**config.mk**
```make
export PLATFORM = sky130hd
export DESIGN_NAME = i2c_slave_responder
export DESIGN_NICKNAME = d
export VERILOG_FILES = /design/src/rtl/i2c_slave_responder.sv
export SDC_FILE = /design/constraint.sdc
export NUM_CORES = 1
export LEC_CHECK = 0
export BUFFER_PORTS_ARGS = -buffer_cell sky130_fd_sc_hd__buf_2
export CAP_MARGIN = 20
export CELL_PAD_IN_SITES_DETAIL_PLACEMENT = 0
export CELL_PAD_IN_SITES_GLOBAL_PLACEMENT = 1
export CORE_ASPECT_RATIO = 1.75
export CORE_MARGIN = 4
export CORE_UTILIZATION = 46
export DETAILED_ROUTE_END_ITERATION = 16
export GPL_ROUTABILITY_DRIVEN = 0
export GPL_TIMING_DRIVEN = 0
export PLACE_DENSITY = 0.88
export SETUP_SLACK_MARGIN = 0.2
export SLEW_MARGIN = 0
export SYNTH_ARGS = -nofsm -noshare
export SYNTH_HDL_FRONTEND = slang
export SYNTH_SLANG_ARGS = --single-unit
```
**constraint.sdc**
```tcl
create_clock -name clk_i -period 2.6 [get_ports clk_i]
set_clock_uncertainty 0.2 [all_clocks]
set_input_delay 0.13 -clock clk_i [delete_from_list [all_inputs] [get_ports clk_i]]
set_output_delay 0.13 -clock clk_i [all_outputs]
set_load 0.05 [all_outputs]
```
**src/rtl/i2c_slave_responder.sv**
```systemverilog
// i2c_slave_responder
//   I2C target that acknowledges its own 7-bit address, collects bytes
//   written by the controller, and returns bytes to the controller on a read.
//   It stretches SCL while it waits for the local side to supply a read byte.
//   All bus decoding uses synchronized copies of SCL/SDA, which adds three
//   cycles of input latency.
//
// Ports
//   clk_i       system clock, rising edge
//   rst_n_i     asynchronous active-low reset
//   scl_i       raw SCL line level
//   sda_i       raw SDA line level
//   scl_oe_o    1 = pull SCL low (clock stretch)
//   sda_oe_o    1 = pull SDA low, 0 = release
//   rx_data_o   last byte written by the controller
//   rx_valid_o  one-cycle strobe, rx_data_o holds a new byte
//   tx_req_o    level, a read byte is needed
//   tx_data_i   byte to return to the controller
//   tx_valid_i  tx_data_i valid; accepted only while tx_req_o = 1
//   busy_o      1 while addressed (address ACK through read ACK)
module i2c_slave_responder #(
  parameter int                        I2C_ADDR_WIDTH = 7,
  parameter int                        I2C_DATA_WIDTH = 8,
  parameter logic [I2C_ADDR_WIDTH-1:0] SLAVE_ADDR     = 7'h22
) (
  input  logic                      clk_i,
  input  logic                      rst_n_i,
  input  logic                      scl_i,
  input  logic                      sda_i,
  output logic                      scl_oe_o,
  output logic                      sda_oe_o,
  output logic [I2C_DATA_WIDTH-1:0] rx_data_o,
  output logic                      rx_valid_o,
  output logic                      tx_req_o,
  input  logic [I2C_DATA_WIDTH-1:0] tx_data_i,
  input  logic                      tx_valid_i,
  output logic                      busy_o
);

  localparam int                CNT_W    = $clog2(I2C_DATA_WIDTH) + 1;
  localparam logic [CNT_W-1:0]  LAST_BIT = CNT_W'(I2C_DATA_WIDTH - 1);

  typedef enum logic [2:0] {
    IDLE, ADDR, ADDR_ACK, WR_DATA, WR_ACK, RD_WAIT, RD_DATA, RD_ACK
  } state_e;

  // Input synchronizers plus one delayed copy for edge detection
  logic [1:0] scl_sync_q, sda_sync_q;
  logic       scl_dly_q, sda_dly_q;

  always_ff @(posedge clk_i or negedge rst_n_i) begin
    if (!rst_n_i) begin
      scl_sync_q <= 2'b11;
      sda_sync_q <= 2'b11;
      scl_dly_q  <= 1'b1;
      sda_dly_q  <= 1'b1;
    end else begin
      scl_sync_q <= {scl_sync_q[0], scl_i};
      sda_sync_q <= {sda_sync_q[0], sda_i};
      scl_dly_q  <= scl_sync_q[1];
      sda_dly_q  <= sda_sync_q[1];
    end
  end

  logic scl_s, sda_s;
  logic scl_rise, scl_fall, start_det, stop_det;

  assign scl_s     = scl_sync_q[1];
  assign sda_s     = sda_sync_q[1];
  assign scl_rise  =  scl_s & ~scl_dly_q;
  assign scl_fall  = ~scl_s &  scl_dly_q;
  // SDA may only change while SCL is low, except for START/STOP
  assign start_det = scl_s & scl_dly_q &  sda_dly_q & ~sda_s;
  assign stop_det  = scl_s & scl_dly_q & ~sda_dly_q &  sda_s;

  // Bus protocol FSM
  state_e                    state_q;
  logic [CNT_W-1:0]          bit_cnt_q;
  logic [I2C_DATA_WIDTH-2:0] shift_q;
  logic [I2C_DATA_WIDTH-1:0] tx_shift_q;
  logic                      rw_q;
  logic                      nack_q;
  logic                      sda_oe_q, scl_oe_q;
  logic [I2C_DATA_WIDTH-1:0] rx_data_q;
  logic                      rx_valid_q, tx_req_q, busy_q;

  // Byte as it stands once the bit currently on SDA is shifted in
  logic [I2C_DATA_WIDTH-1:0] byte_d;
  assign byte_d = {shift_q, sda_s};

  always_ff @(posedge clk_i or negedge rst_n_i) begin
    if (!rst_n_i) begin
      state_q    <= IDLE;
      bit_cnt_q  <= '0;
      shift_q    <= '0;
      tx_shift_q <= '0;
      rw_q       <= 1'b0;
      nack_q     <= 1'b0;
      sda_oe_q   <= 1'b0;
      scl_oe_q   <= 1'b0;
      rx_data_q  <= '0;
      rx_valid_q <= 1'b0;
      tx_req_q   <= 1'b0;
      busy_q     <= 1'b0;
    end else begin
      rx_valid_q <= 1'b0;
      if (start_det) begin
        // START or repeated START abandons whatever was in progress
        state_q   <= ADDR;
        bit_cnt_q <= '0;
        sda_oe_q  <= 1'b0;
        scl_oe_q  <= 1'b0;
        tx_req_q  <= 1'b0;
        busy_q    <= 1'b0;
      end else if (stop_det) begin
        state_q  <= IDLE;
        sda_oe_q <= 1'b0;
        scl_oe_q <= 1'b0;
        tx_req_q <= 1'b0;
        busy_q   <= 1'b0;
      end else begin
        case (state_q)
          IDLE: ;
          ADDR: begin
            if (scl_rise) begin
              shift_q   <= byte_d[I2C_DATA_WIDTH-2:0];
              bit_cnt_q <= bit_cnt_q + CNT_W'(1);
              if (bit_cnt_q == LAST_BIT) begin
                if (byte_d[I2C_DATA_WIDTH-1 -: I2C_ADDR_WIDTH] == SLAVE_ADDR) begin
                  state_q <= ADDR_ACK;
                  rw_q    <= byte_d[0];
                  busy_q  <= 1'b1;
                end else begin
                  state_q <= IDLE;
                end
              end
            end
          end
          ADDR_ACK, WR_ACK: begin
            // sda_oe_q doubles as the phase flag: the first SCL fall starts
            // driving the ACK, the second ends the ACK bit.
            if (scl_fall) begin
              if (!sda_oe_q) begin
                sda_oe_q <= 1'b1;
              end else begin
                sda_oe_q  <= 1'b0;
                bit_cnt_q <= '0;
                if (state_q == WR_ACK || !rw_q) begin
                  state_q <= WR_DATA;
                end else begin
                  state_q  <= RD_WAIT;
                  tx_req_q <= 1'b1;
                  scl_oe_q <= 1'b1;
                end
              end
            end
          end
          WR_DATA: begin
            if (scl_rise) begin
              shift_q   <= byte_d[I2C_DATA_WIDTH-2:0];
              bit_cnt_q <= bit_cnt_q + CNT_W'(1);
              if (bit_cnt_q == LAST_BIT) begin
                rx_data_q  <= byte_d;
                rx_valid_q <= 1'b1;
                state_q    <= WR_ACK;
              end
            end
          end
          RD_WAIT: begin
            // SCL is held low here, so driving the MSB now is safe
            if (tx_valid_i && tx_req_q) begin
              tx_shift_q <= tx_data_i;
              tx_req_q   <= 1'b0;
              scl_oe_q   <= 1'b0;
              sda_oe_q   <= ~tx_data_i[I2C_DATA_WIDTH-1];
              bit_cnt_q  <= '0;
              state_q    <= RD_DATA;
            end
          end
          RD_DATA: begin
            if (scl_fall) begin
              bit_cnt_q <= bit_cnt_q + CNT_W'(1);
              if (bit_cnt_q == LAST_BIT) begin
                sda_oe_q <= 1'b0;
                state_q  <= RD_ACK;
              end else begin
                tx_shift_q <= tx_shift_q << 1;
                sda_oe_q   <= ~tx_shift_q[I2C_DATA_WIDTH-2];
              end
            end
          end
          RD_ACK: begin
            if (scl_rise) begin
              nack_q <= sda_s;
            end
            if (scl_fall) begin
              if (nack_q) begin
                state_q <= IDLE;
                busy_q  <= 1'b0;
              end else begin
                state_q  <= RD_WAIT;
                tx_req_q <= 1'b1;
                scl_oe_q <= 1'b1;
              end
            end
          end
          default: state_q <= IDLE;
        endcase
      end
    end
  end

  assign scl_oe_o   = scl_oe_q;
  assign sda_oe_o   = sda_oe_q;
  assign rx_data_o  = rx_data_q;
  assign rx_valid_o = rx_valid_q;
  assign tx_req_o   = tx_req_q;
  assign busy_o     = busy_q;

endmodule

```
==> results.md <==
* Number of remaining DRC errors at 0
* Most instantiated cells after synthesis: dfrtp_1 (35), nand2_1 (17), mux2_2 (15)
* Yosys warning count at 0
* Crit Path Max Fanout at 9
* Detail Placement HPWL at 3290 um
* Post-Route WL at 4550 um
* Fin. Hold Viols at 0
* Initial antenna violation count at 0
* Clk sinks at 41
* CP delay by family, top: compound AO/OA/AOI/OAI gates
* Peak supply drop at 0.000689 V
* Met2 usage at 30.3%
* Area leader, netlist: dfrtp_1
* CTS root buffer: clkbuf_8
* CP max stage cell: dfstp_2
* Max Slew Vio Count at 0
* Detailed Routing Iterations Pass 1 at 5
* First-pass GRT wire length at 7840 um
* Die H at 99.3 um
* Final nets at 257
* Achievable clock frequency at 0.462 GHz
* Post-Synthesis Cells at 201
* Filler instances at 436
* Busiest grt layer: met2
* Synth top area cells: dfrtp_1 (40%), mux2_2 (7.7%), dfstp_2 (7.2%)
* Die ar. at 0.00598 mm^2
* Hold Crit Start: tx_data_i[7]
* Reg2reg start: scl_sync_q[1]
* Clk buf depth at 2
* Ys flop type: dfrtp_1
* Slew HR at 38.5%
* Htree depth at 2
* Final ANT Viol Nets at 0
* Vias in the first global route at 1678
* Starting Density at 47.0%
* Worst skew pair latency at 0.29 ns
* Sequential-to-total area share from yosys stat at 47.1%
* Core area at 0.00467 mm^2
* Pleak at 1.25 nW
* Status: finished clean
* Area of the multi-input gates at 0.00105 mm^2
* Mean Syn Cell Area at 10.9 um^2
* Share of cells above drive strength 1 at 32.4%
* Setup tns final at 0 ns
* Slowest stage delay, CP at 0.53 ns
* RSZ-0062 raised after global routing: no
* Fin crit period at 2.16 ns
* Starting DRT DRC Count at 66
* Register Area at 0.00103 mm^2
* WS Path Type: reg2reg
* Pwr dens at 962 mW/mm^2
* M3 GR Usage at 2.73%
* Area share of the largest cell type after synthesis at 39.9%
* Worst Path Arrival at 2.15 ns
* Endpoints failing setup at 0
* Measured slew at the worst slew-check pin at 0.923 ns
* Worst hold-check path type: in2reg
* # hold bufs at CTS at 10
* Synthesis-stage register bit count at 41
* Syn nets at 215
* GRT overflow at 0
* Fraction of registers with async set/reset at 100%
* Tcrit/Tclk final at 83.2%
* Total power at 2.52 mW
* Max Cap Viol at 0
* Critical path capture point type: flip-flop
* Tot GR Track Use at 17.1%
* Die W at 60.2 um
* Clk slew on worst S/H paths at 0.09 ns
* Post-synth EDFFs at 0
* Area growth, synth to finish at 19.3%
* Most common cell in the netlist: dfrtp_1
* Post-synthesis instance area at 0.00219 mm^2
* CTS tree: yes
* # IOs at 26
* Buffers on Ports at 25
* Num rows at 33
* Grt met1 use at 20.3%
* Final non-filler cell total at 296
* Largest net degree at the start of global routing at 42
* Critical path, cell by cell: buf_4, or3_1, o221ai_2, a221oi_2, a21boi_4, mux2_4
* Setup crit start kind: flip-flop
* Cells after DPL at 278
* Ant. Diodes at 0
* Post-DR vias/cell at 5.66
* Post_cts resized at 0
* Routed length per instance at 15.4 um
* Total CTS buffers at 5
* Post-synthesis cell type count at 57
* CP bufs+invs at 1
* Hold Slack at 0.0285 ns
* Data required, critical path at 2.59 ns
* DR vias at 1676
* Post-CTS setup buffer count at 0
* Worst Setup SP: scl_sync_q[1]
==> path summary, 6_finish.rpt <==
kind                            endpoint  slack (ns)  depth (start not counted)
min in group asynchronous     state_q[2]        0.32                          2
max                         bit_cnt_q[0]        0.44                          6
max in group asynchronous  tx_shift_q[3]        1.31                          2
min reg2reg                scl_sync_q[1]        0.16                          0
min                             sda_oe_o        0.03                          4
max reg2reg                 bit_cnt_q[0]        0.44                          6
==> metrics by stage <==
| stage | setup slack, ns | util [%] | instance area [um^2] |
|---|---|---|---|
| 2_1_floorplan | 0.467 | - | 2190 |
| 4_1_cts | 0.415 | 56.1 | 2620 |
| 3_5_place_dp | 0.427 | 51.1 | 2380 |
| 5_1_grt | 0.293 | 56.1 | 2620 |
| 6_report | 0.436 | 56.1 | 2620 |
| 3_3_place_gp | 0.408 | 51.1 | 2380 |
==> area by class of cell <==
| type | instances | share of cell area, % |
|---|---|---|
| multi-input cells | 139 | 40.1 |
| flip-flops and latches | 41 | 39.5 |
| repair buffers | 35 | 8.60 |
| plain buffers | 12 | 2.96 |
| clock buffers | 5 | 2.63 |
| clock inverters | 3 | 2.49 |
| well taps | 52 | 2.49 |
| inverters | 9 | 1.29 |
==> state kept, by name, summed over array words and instances (netlist names) <==
register	cells
tx_req_o	1
state_q	3
rx_valid_o	1
busy_o	1
nack_q	1
rw_q	1
scl_sync_q	2
sda_oe_o	1
scl_dly_q	1
bit_cnt_q	4
rx_data_o	8
tx_shift_q	7
sda_sync_q	2
shift_q	7
sda_dly_q	1
==> logic make-up (layout without fill, tap and decap cells) <==
| kind of cell | Yosys count | after routing | share of synthesized area (%) |
|---|---|---|---|
| buffers and inverters | 21 | 64 | 5.08 |
| AOI/OAI and AO/OA | 43 | 43 | 14.1 |
| DFF | 41 | 41 | 47.1 |
| adders and majority gates | 2 | 2 | 1.03 |
| muxes | 26 | 26 | 13.2 |
| and+or+nand+nor | 66 | 66 | 18.3 |
| xor gates and xnor gates | 2 | 2 | 1.14 |
==> worst min-delay path, stage by stage <==
cell and delay [ns]:
buf_2 0.08, o211ai_1 0.09, mux2i_1 0.14, nor2_1 0.05
==> routing by layer <==
layer / share of wire (%) / wire length [um] / vias to the layer above
met5: 0 / 0 / -
met4: 1.6 / 72 / 0
met3: 3.0 / 137 / 5
met2: 56 / 2550 / 42
met1: 39 / 1790 / 823
li1: - / - / 806
==> cell usage in the layout (no fill, tap or decap), types with 2 or more instances in the layout <==
cell type and count:
a21oi_1 6, a31oi_1 2, a32o_1 2, and2_1 2, buf_2 30, buf_4 3, buf_6 2, bufinv_16 2
clkbuf_1 2, clkbuf_8 5, dfrtp_1 35, dfstp_2 6, dlygate4sd3_1 10, inv_1 8, mux2_2 15, mux2_4 2
mux2i_1 8, nand2_1 17, nand2b_1 4, nand3_1 8, nand3b_1 4, nand4_1 2, nor2_1 10, nor3_1 3
o211ai_1 5, o21ai_0 8, o21ai_1 5, o22ai_1 2, o31ai_1 2, or3_1 3
==> where the power goes <==
part / leakage, nW / total (mW) / internal [mW] / switching, mW
Clock: 0.0681 / 0.602 / 0.381 / 0.221
Sequential: 0.519 / 0.957 / 0.809 / 0.148
Combinational: 0.663 / 0.959 / 0.428 / 0.531
Total: 1.25 / 2.52 / 1.62 / 0.900
(Power assumes the default switching activity.)
